File: src/rtl/arq_pkg.sv
// -----------------------------------------------------------------------------
// arq_pkg
// Shared definitions for the sender ARQ sequencer: FSM state encodings (also
// decoded by tran_rec and the debug LEDs), default parameter values and a
// small helper that tells which states stall the mapper.
// -----------------------------------------------------------------------------
package arq_pkg;

    // Encodings are fixed because o_state is decoded outside this block.
    typedef enum logic [2:0] {
        ST_IDLE   = 3'd0,
        ST_LIVE   = 3'd1,
        ST_WAIT   = 3'd2,
        ST_REPLAY = 3'd3,
        ST_FLUSH  = 3'd4,
        ST_FAIL   = 3'd5
    } arq_state_t;

    localparam int FRAME_BYTES_DEF = 64;      // bytes per frame, FAS included
    localparam int ACK_TIMEOUT_DEF = 100000;  // cycles before implicit NACK
    localparam int MAX_RETRIES_DEF = 3;       // replays allowed per frame
    localparam int TMR_W_DEF       = 17;      // 2**TMR_W > ACK_TIMEOUT
    localparam int RETRY_W         = 2;       // width of the retry counter

    // Every state except IDLE and LIVE keeps the mapper stalled.
    function automatic logic holds_mapper(input arq_state_t st);
        return (st == ST_WAIT)  || (st == ST_REPLAY) ||
               (st == ST_FLUSH) || (st == ST_FAIL);
    endfunction

endpackage

File: src/rtl/arq_timer.sv
// -----------------------------------------------------------------------------
// arq_timer
// Loadable down-counter that times the ACK window.
//   i_clk       system clock
//   i_rst       asynchronous, active-high reset
//   i_load      load i_load_val (takes priority over i_dec)
//   i_dec       decrement by one, saturating at zero
//   i_load_val  value loaded on i_load
//   o_zero      registered: high from the cycle after the count sat at zero
// The zero flag lags the count by one cycle, so the cycle in which the count
// sits at zero still belongs to the ACK window; an ACK there beats the
// timeout, and the window is ACK_TIMEOUT+1 cycles counted from WAIT entry.
// -----------------------------------------------------------------------------
module arq_timer
    import arq_pkg::*;
#(
    parameter int TMR_W = TMR_W_DEF
) (
    input  logic             i_clk,
    input  logic             i_rst,
    input  logic             i_load,
    input  logic             i_dec,
    input  logic [TMR_W-1:0] i_load_val,
    output logic             o_zero
);

    logic [TMR_W-1:0] r_cnt;
    logic             r_zero;

    always_ff @(posedge i_clk or posedge i_rst) begin
        if (i_rst) begin
            r_cnt  <= '0;
            r_zero <= 1'b0;
        end else if (i_load) begin
            r_cnt  <= i_load_val;
            r_zero <= 1'b0;
        end else if (i_dec) begin
            if (r_cnt != '0) begin
                r_cnt <= r_cnt - TMR_W'(1);
            end
            r_zero <= (r_cnt == '0);
        end
    end

    assign o_zero = r_zero;

endmodule

File: src/rtl/arq_ctrl.sv
// -----------------------------------------------------------------------------
// arq_ctrl
// Sequencer for the sender ARQ path between mapper, line FIFO and tran_rec.
// Chooses live mapper data or line FIFO replay for tran_rec, stalls the mapper
// while a frame is unacknowledged, runs the ACK timeout and retry count, and
// pulses the line FIFO flush after a good ACK (or an abandoned frame).
//   i_clk        system clock
//   i_rst        asynchronous, active-high reset
//   i_arq_en     ARQ switch; 0 = pass-through, no ACK wait
//   i_map_valid  mapper byte accepted by tran_rec this cycle
//   i_map_fas    qualifies i_map_valid: byte is first of frame
//   i_lf_valid   line FIFO has output data
//   i_tr_ready   tran_rec input FIFO can take a byte
//   i_ack_good   1-cycle ACK pulse
//   i_ack_bad    1-cycle NACK pulse (wins over a simultaneous ACK)
//   i_clr_fail   1-cycle pulse: leave FAIL
//   o_map_hold   stall mapper
//   o_sel_lf     1 = tran_rec fed from line FIFO
//   o_lf_rd      line FIFO tready (combinational so no byte is lost)
//   o_lf_flush   1-cycle line FIFO reset pulse
//   o_retry_cnt  replays done for the current frame
//   o_fail       retry limit exhausted
//   o_state      FSM state for debug LEDs
// All outputs except o_lf_rd are registered from the next-state decode.
// -----------------------------------------------------------------------------
module arq_ctrl
    import arq_pkg::*;
#(
    parameter int FRAME_BYTES = FRAME_BYTES_DEF,
    parameter int ACK_TIMEOUT = ACK_TIMEOUT_DEF,
    parameter int MAX_RETRIES = MAX_RETRIES_DEF,
    parameter int TMR_W       = TMR_W_DEF
) (
    input  logic               i_clk,
    input  logic               i_rst,
    input  logic               i_arq_en,
    input  logic               i_map_valid,
    input  logic               i_map_fas,
    input  logic               i_lf_valid,
    input  logic               i_tr_ready,
    input  logic               i_ack_good,
    input  logic               i_ack_bad,
    input  logic               i_clr_fail,
    output logic               o_map_hold,
    output logic               o_sel_lf,
    output logic               o_lf_rd,
    output logic               o_lf_flush,
    output logic [RETRY_W-1:0] o_retry_cnt,
    output logic               o_fail,
    output logic [2:0]         o_state
);

    localparam int                 CNT_W     = $clog2(FRAME_BYTES);
    localparam logic [CNT_W-1:0]   LAST_BYTE = CNT_W'(FRAME_BYTES - 1);
    localparam logic [TMR_W-1:0]   TMR_LOAD  = TMR_W'(ACK_TIMEOUT - 1);
    localparam logic [RETRY_W-1:0] RETRY_MAX = RETRY_W'(MAX_RETRIES);

    arq_state_t         r_state;
    arq_state_t         w_next_state;
    logic [CNT_W-1:0]   r_byte_cnt;
    logic [RETRY_W-1:0] r_retry;
    logic               r_map_hold;
    logic               r_sel_lf;
    logic               r_lf_flush;
    logic               r_fail;

    logic               w_cnt_clr;
    logic               w_cnt_inc;
    logic               w_retry_inc;
    logic               w_retry_clr;
    logic               w_tmr_load;
    logic               w_tmr_dec;
    logic               w_tmr_zero;
    logic               w_lf_hs;

    assign w_tmr_dec = (r_state == ST_WAIT);
    // Replay bytes count only on a real line FIFO handshake.
    assign w_lf_hs   = i_lf_valid && i_tr_ready;

    arq_timer #(
        .TMR_W      (TMR_W)
    ) u_timer (
        .i_clk      (i_clk),
        .i_rst      (i_rst),
        .i_load     (w_tmr_load),
        .i_dec      (w_tmr_dec),
        .i_load_val (TMR_LOAD),
        .o_zero     (w_tmr_zero)
    );

    // Next-state and counter-control decode.
    always_comb begin
        // NOTE: every signal assigned here gets a default first, so no path
        // through the case can leave one unassigned and infer a latch.
        w_next_state = r_state;
        w_cnt_clr    = 1'b0;
        w_cnt_inc    = 1'b0;
        w_retry_inc  = 1'b0;
        w_retry_clr  = 1'b0;
        w_tmr_load   = 1'b0;

        case (r_state)
            ST_IDLE: begin
                // The FAS byte is byte 0; non-FAS bytes here are ignored.
                if (i_map_valid && i_map_fas) begin
                    w_next_state = ST_LIVE;
                    w_cnt_inc    = 1'b1;
                end
            end

            ST_LIVE: begin
                if (i_map_valid) begin
                    if (r_byte_cnt == LAST_BYTE) begin
                        w_cnt_clr = 1'b1;
                        // arq_en is looked at only here, at frame end.
                        if (i_arq_en) begin
                            w_next_state = ST_WAIT;
                            w_tmr_load   = 1'b1;
                        end else begin
                            w_next_state = ST_FLUSH;
                        end
                    end else begin
                        w_cnt_inc = 1'b1;
                    end
                end
            end

            ST_WAIT: begin
                // Priority: abandon > NACK (even with ACK) > ACK > timeout.
                // An ACK in the timeout cycle therefore still flushes.
                if (!i_arq_en) begin
                    w_next_state = ST_FLUSH;
                end else if (i_ack_bad || (!i_ack_good && w_tmr_zero)) begin
                    if (r_retry == RETRY_MAX) begin
                        w_next_state = ST_FAIL;
                    end else begin
                        w_next_state = ST_REPLAY;
                        w_retry_inc  = 1'b1;
                        w_cnt_clr    = 1'b1;
                    end
                end else if (i_ack_good) begin
                    w_next_state = ST_FLUSH;
                end
            end

            ST_REPLAY: begin
                // No timeout here: an empty line FIFO simply stalls.
                if (!i_arq_en) begin
                    w_next_state = ST_FLUSH;
                end else if (w_lf_hs) begin
                    if (r_byte_cnt == LAST_BYTE) begin
                        w_next_state = ST_WAIT;
                        w_tmr_load   = 1'b1;
                        w_cnt_clr    = 1'b1;
                    end else begin
                        w_cnt_inc = 1'b1;
                    end
                end
            end

            ST_FLUSH: begin
                w_next_state = ST_IDLE;
                w_retry_clr  = 1'b1;
            end

            ST_FAIL: begin
                if (!i_arq_en || i_clr_fail) begin
                    w_next_state = ST_FLUSH;
                end
            end

            default: begin
                w_next_state = ST_IDLE;
                w_cnt_clr    = 1'b1;
                w_retry_clr  = 1'b1;
            end
        endcase
    end

    // State, counters and registered outputs.
    always_ff @(posedge i_clk or posedge i_rst) begin
        if (i_rst) begin
            r_state    <= ST_IDLE;
            r_byte_cnt <= '0;
            r_retry    <= '0;
            r_map_hold <= 1'b0;
            r_sel_lf   <= 1'b0;
            r_lf_flush <= 1'b0;
            r_fail     <= 1'b0;
        end else begin
            // NOTE: sequential state uses non-blocking assignments so every
            // flop samples pre-edge values regardless of statement order.
            r_state    <= w_next_state;
            r_map_hold <= holds_mapper(w_next_state);
            r_sel_lf   <= (w_next_state == ST_REPLAY);
            r_lf_flush <= (w_next_state == ST_FLUSH);
            r_fail     <= (w_next_state == ST_FAIL);

            if (w_cnt_clr) begin
                r_byte_cnt <= '0;
            end else if (w_cnt_inc) begin
                r_byte_cnt <= r_byte_cnt + CNT_W'(1);
            end

            if (w_retry_clr) begin
                r_retry <= '0;
            end else if (w_retry_inc && (r_retry != RETRY_MAX)) begin
                r_retry <= r_retry + RETRY_W'(1);
            end
        end
    end

    assign o_map_hold  = r_map_hold;
    assign o_sel_lf    = r_sel_lf;
    assign o_lf_flush  = r_lf_flush;
    assign o_fail      = r_fail;
    assign o_retry_cnt = r_retry;
    assign o_state     = r_state;
    // Combinational so the read strobe tracks i_tr_ready in the same cycle.
    assign o_lf_rd     = (r_state == ST_REPLAY) && i_tr_ready;

endmodule

File: config.mk
export PLATFORM = sky130hd
export DESIGN_NAME = arq_ctrl
export DESIGN_NICKNAME = d
export VERILOG_FILES = /design/src/rtl/arq_pkg.sv /design/src/rtl/arq_timer.sv /design/src/rtl/arq_ctrl.sv
export SDC_FILE = /design/constraint.sdc
export NUM_CORES = 1
export LEC_CHECK = 0
export CAP_MARGIN = 10
export CORE_ASPECT_RATIO = 0.8
export CORE_UTILIZATION = 50
export DETAILED_ROUTE_END_ITERATION = 12
export DONT_BUFFER_PORTS = 1
export PLACE_DENSITY = 0.64
export SLEW_MARGIN = 20
export SYNTH_ARGS = -nofsm -noshare
export SYNTH_HDL_FRONTEND = slang
export SYNTH_HIERARCHICAL = 1
export SYNTH_SLANG_ARGS = --single-unit
File: constraint.sdc
create_clock -name i_clk -period 3.06 [get_ports i_clk]
set_clock_uncertainty 0.05 [all_clocks]
set_input_delay 0.153 -clock i_clk [delete_from_list [all_inputs] [get_ports i_clk]]
set_output_delay 0.153 -clock i_clk [all_outputs]
set_load 0.005 [all_outputs]
Yosys cells after proc, flatten, opt, wreduce, memory -nomap -nowiden --
Cells that the tools add are included.
Storage, ports and cells: output and inout bits 10, register bits after elaboration 33
Cells by class: reduce and logical (&&, ||, !) cells 21, muxes and demuxes 41, $add $sub $neg 3, eq/ne operators 13
Operator list (number):
- 17-bit 2-to-1 mux | 3
- 3-bit 2-to-1 mux | 12
- 1-bit 2-to-1 mux | 18
- 17-bit logical NOT | 1
- 17-bit nonzero test | 1
- 17-bit by 1-bit subtractor with 17-bit output, second input constant | 1
- 3-bit one-hot mux with 5 select lines | 1
- 3-bit by 2-bit == test with 1-bit output, second input constant | 4
- 3-bit == test, second input constant | 4
- 6-bit 2-to-1 mux | 2
- 6-bit by 1-bit adder with 6-bit output, second input constant | 1
- 6-bit == test, second input constant | 1
- 2-bit nonzero test | 3
- 1-bit logical AND | 5
- 1-bit logical OR | 5
- 5-bit OR reduction | 1
- 2-bit 2-to-1 mux | 2
- 1-bit one-hot mux with 4 select lines | 1
- 3-bit by 1-bit == test with 1-bit output, second input constant | 1
- 3-bit logical NOT | 1
- 1-bit one-hot mux with 3 select lines | 1
- 3-bit OR reduction | 1
- 2-bit by 1-bit adder with 2-bit output, second input constant | 1
- 2-bit == test, second input constant | 1
- other kinds (5) | 6

Depth between registers and ports, before layout --
word-level depth 10, mapped depth 10, gate-level depth less buffers 8

Hierarchy --
Netlist, hierarchy kept.
Modules (own cells, without submodules):
- arq_timer | sequential area each 450.4 µm², times used 1, area an instance 1166.1 µm², cells an instance 134
- arq_ctrl | sequential area each 375.4 µm², times used 1, area an instance 883.3 µm², cells an instance 95

Worst setup path after synthesis --
No wires, ideal clock.
path type register to register, start register r_byte_cnt[0], end register u_timer.r_cnt[0], data required time 2879 ps, cell stages (with the launch flop) 10, setup time 131 ps, arrival time 1998 ps, slack 880 ps, period minus slack after synthesis 2180 ps, cells stage by stage dfrtp_1 > ha_1 > and3_1 > nand3_1 > a21oi_1 > clkbuf_1 > clkinv_1 > dlygate4sd1_1 > o2111ai_1 > nand3_1
On the way: longest elaborated chain between the ends 7, elaborated cells between the ends (all ways) 11, classes of those cells 1 x eq/ne; 7 x mux; 3 x reduce/logical
RTL lines:
- from (decl) | RTL line arq_ctrl.sv:60 | logic [CNT_W-1:0] r_byte_cnt;
- from (signal assigned) | RTL line arq_ctrl.sv:202 | r_byte_cnt <= r_byte_cnt + CNT_W'(1);
- 6-bit == test * | RTL line arq_ctrl.sv:113, arq_ctrl.sv:151
- 1-bit 2-to-1 mux | RTL line arq_ctrl.sv:151 | if (r_byte_cnt == LAST_BYTE) begin
- 1-bit 2-to-1 mux | RTL line arq_ctrl.sv:150 | end else if (w_lf_hs) begin
- 1-bit 2-to-1 mux | RTL line arq_ctrl.sv:148 | if (!i_arq_en) begin
- 1-bit one-hot mux with 2 select lines * | RTL line arq_ctrl.sv:102 | case (r_state)
- net w_tmr_load | RTL line arq_ctrl.sv:71 | logic w_tmr_load;
- 2-bit nonzero test (no line)
- 2-bit AND reduction (no line)
- to (signal assigned) | RTL line arq_timer.sv:35 | r_cnt <= i_load_val;
- to (signal assigned) | RTL line arq_timer.sv:39 | r_cnt <= r_cnt - TMR_W'(1);
- to (decl) | RTL line arq_timer.sv:27 | logic [TMR_W-1:0] r_cnt;
The timed path passes the listed nets; every way through them passes the cells marked *. A chain may end at the register's enable or synchronous reset.

Worst setup path after layout --
start register r_byte_cnt[0], end register u_timer.r_cnt[5]
The elaborated chain is that of the path after synthesis.

==> impl_metrics.py <==
metrics = {
    "timing": {
        "slew_violations": 0,
        "setup_viol": 0,
        "slew_headroom_pct": 53.3,
        "worstMarginPinSlew_ns": 0.700,
        "fin_crit_sh_pct": 74.4,
        "setup_tns_ns": 0,
        "timing.final.crit_period_ns": 2.28,
        "whs_ns": 0.136,
        "rsz0062_at_grt": "false",
        "fmax_mhz": 439,
        "hold_viol": 0,
    },
    "synth": {
        "ys_seq_area_share_pct": 40.3,
        "ys_async_sr_fraction_pct": 100,
        "synth_top_cell_area_share_pct": 40.3,
        "syn_inst": 229,
        "yosysUniqueCellTypes": 56,
        "synth_area_um2": 2050,
        "synth.area.top_cells": "dfrtp_1 (40%), nand2_1 (4.0%), nand3_1 (3.4%), nor2_1 (3.3%), o21ai_0 (3.2%)",
        "synth_enable_flop_cells": 0,
        "yosysWarningCount": 6,
        "synth_top_cell_by_area": "dfrtp_1",
        "synth_flop_cell": "dfrtp_1",
        "avgSynthCellArea_um2": 8.95,
        "ys_ff_latch": 33,
    },
    "global_route": {
        "grt_max_degree": 29,
        "grt_busiest_layer": "met2",
        "use_met2_pct": 35.5,
        "antenna_found_initial": 0,
        "grt_pass1_wl_um": 7840,
        "grt_overflow_total": 0,
        "use_met3_pct": 8.84,
        "use_met1_pct": 34.4,
        "grt_pass1_vias": 1618,
        "grt.total_usage_pct": 24.1,
    },
    "layout": {
        "n_antenna_cell": 0,
        "final_nets": 259,
        "nFillCells": 366,
        "syn2layout_area_growth_pct": 9.46,
        "final_layout_size_suffix_gt1_share_pct": 8.13,
        "layout_commonest_cell": "dfrtp_1",
        "fin_util_pct": 58.2,
        "layout_common_cells": "dfrtp_1 (33), nand2_1 (22), nor2_1 (18), conb_1 (17), nand3_1 (14)",
    },
    "die": {
        "core_area_um2": 3850,
        "core.rowCount": 20,
        "initial_utilization_pct": 53.2,
        "die_height_um": 59.3,
        "die_x_um": 73.6,
        "dieArea_um2": 4360,
        "num_io_pins": 20,
    },
    "worst_setup_path": {
        "crit_type": "reg -> reg",
        "worst_setup_path_start_kind": "flip-flop",
        "required_ns": 3.15,
        "rr_endpoint": "u_timer/r_cnt[5]",
        "rrSetupSlack_ns": 0.78,
        "cp_max_fo": 17,
        "startpoint": "r_byte_cnt[0]",
        "cp-end-kind": "flip-flop",
        "crit_slowest_cell": "clkinv_1",
        "cp_slowest_stage_delay_ns": 0.45,
        "worstReg2RegStart": "r_byte_cnt[0]",
        "arrival_ns": 2.36,
        "cp_cell_sequence": "ha_1, and3_1, nand3_1, a21oi_2, clkinv_1, a31oi_1, o41ai_1",
        "crit_path_end": "u_timer/r_cnt[5]",
        "reg2regPathDepth": 7,
    },
    "power": {
        "swShare_pct": 28.1,
        "p_leak_nw": 0.939,
        "clkPwrFrac_pct": 32.0,
        "p_comb_share_pct": 14.5,
        "power_density_nw_per_um2": 452,
        "p_sw_mw": 0.284,
        "p_seq_share_pct": 53.5,
        "p_int_mw": 0.729,
        "irDropWorstVdd_uv": 313,
    },
    "routing": {
        "firstDrtPassIters": 4,
        "wirelength_um": 4570,
        "vias_per_cell": 5.78,
        "vias": 1741,
        "wl_per_cell_um": 15.2,
        "drt_iter0_markers": 154,
        "ant_nets": 0,
        "remaining_drc_errors": 0,
    },
    "cts": {
        "post-cts-setup-buffer-count": 0,
        "clock-sinks": 33,
        "cts_tree": "yes",
        "clock_latency_ns": 0.28,
        "ctsResizeCount": 0,
        "clk_pin_slew_ns": 0.06,
        "cts_inserted_buffers": 5,
        "htree_levels": 2,
        "cts-root-buf": "clkbuf_8",
        "clockBufferDepth": 2,
    },
    "placement": {
        "dp_hpwl_um": 3350,
        "io_buffer_count": 0,
        "gp_congestion": 0.911,
    },
    "outcome": {
        "outcome": "finished clean",
    },
    "run": {
        "maxCapViolations": 0,
    },
    "worst_hold_path": {
        "hold_class": "in -> reg",
    },
}
[layer usage]
| metal | part of all wire (%) | vias to the layer above |
|---|---|---|
| met5 | 0 | - |
| met4 | 0.50 | 0 |
| met3 | 5.0 | 4 |
| met2 | 45 | 40 |
| met1 | 49 | 825 |
| li1 | - | 872 |
[cells in the mapped netlist (all sizes together), types with 4 or more instances]
master / number
a21oi: 12
a31oi: 9
and3: 6
clkbuf: 4
dfrtp: 33
inv: 12
nand2: 22
nand3: 15
nand3b: 4
nand4: 5
nor2: 18
o211ai: 4
o21ai: 13
o31ai: 5
o41ai: 4
or4: 6
[worst min-delay path by stage]
stage / cells after the start / from / end
6_report: 3 / i_arq_en / o_state[2]
5_1_grt: 3 / i_arq_en / o_map_hold
4_1_cts: 3 / i_arq_en / o_state[2]
3_5_place_dp: 1 / i_rst / o_sel_lf
3_3_place_gp: 1 / i_rst / o_sel_lf
2_1_floorplan: 1 / i_rst / o_fail
[cell type report]
type,count,area [um2],share of cell area (%)
Multi-Input combinational cell,190,1190,53.0
Timing Repair Buffer,3,25.0,1.12
Inverter,13,48.8,2.18
Clock buffer,7,86.3,3.85
Sequential cell,33,826,36.8
Tap cell,55,68.8,3.07
[power by group through the flow]
stage                     clock, mW  sequential, mW  combinational (mW)
after floorplan                   0           0.532               0.121
after global placement            0           0.546               0.136
after detailed placement          0           0.549               0.147
after CTS                     0.334           0.541               0.147
after global routing          0.356           0.550               0.172
final                         0.324           0.543               0.147
[flip-flops by register name (all words and copies together) (netlist names)]
name	cells
u_timer/o_zero	1
o_map_hold	1
o_lf_flush	1
o_state	3
o_fail	1
o_retry_cnt	2
o_sel_lf	1
r_byte_cnt	6
u_timer/r_cnt	17
[what timing repair did]
item / in CTS / in global routing
endpoints found under the hold margin: 33 / 0
hold buffers: 1 / 0
setup endpoints to repair: 0 / 0
[worst max-delay path, delay by kind of cell, from the launching register on]
kind,cells,cell delay [ns]
adders and majority gates,1,0.22
AOI/OAI and AO/OA,3,0.62
DFF,1,0.42
and+or+nand+nor,2,0.37
buffers and inverters,1,0.45
[logic make-up (layout without fill, tap and decap cells)]
kind of cell	Yosys count	after routing	synth area share [%]
other	2	17	0.366
adder cells (fa/ha/maj)	3	3	1.83
flip-flops	33	33	40.3
buffers and inverters	21	23	4.64
multiplexers	3	3	1.47
XOR/XNOR	3	3	1.28
AO/OA/AOI/OAI	63	63	20.8
AND/OR/NAND/NOR	101	101	29.3
[through the flow]
| stage | total power [mW] | setup slack [ns] | area, um2 | instances |
|---|---|---|---|---|
| final | 1.01 | 0.784 | 2240 | 301 |
| after global routing | 1.08 | 0.563 | 2240 | 301 |
| after CTS | 1.02 | 0.816 | 2240 | 301 |
| after detailed placement | 0.696 | 0.850 | 2150 | 293 |
| after global placement | 0.681 | 0.904 | 2150 | 293 |
| after floorplan | 0.653 | 0.880 | 2110 | 244 |
No activity file was read; power rests on OpenSTA's default activity.
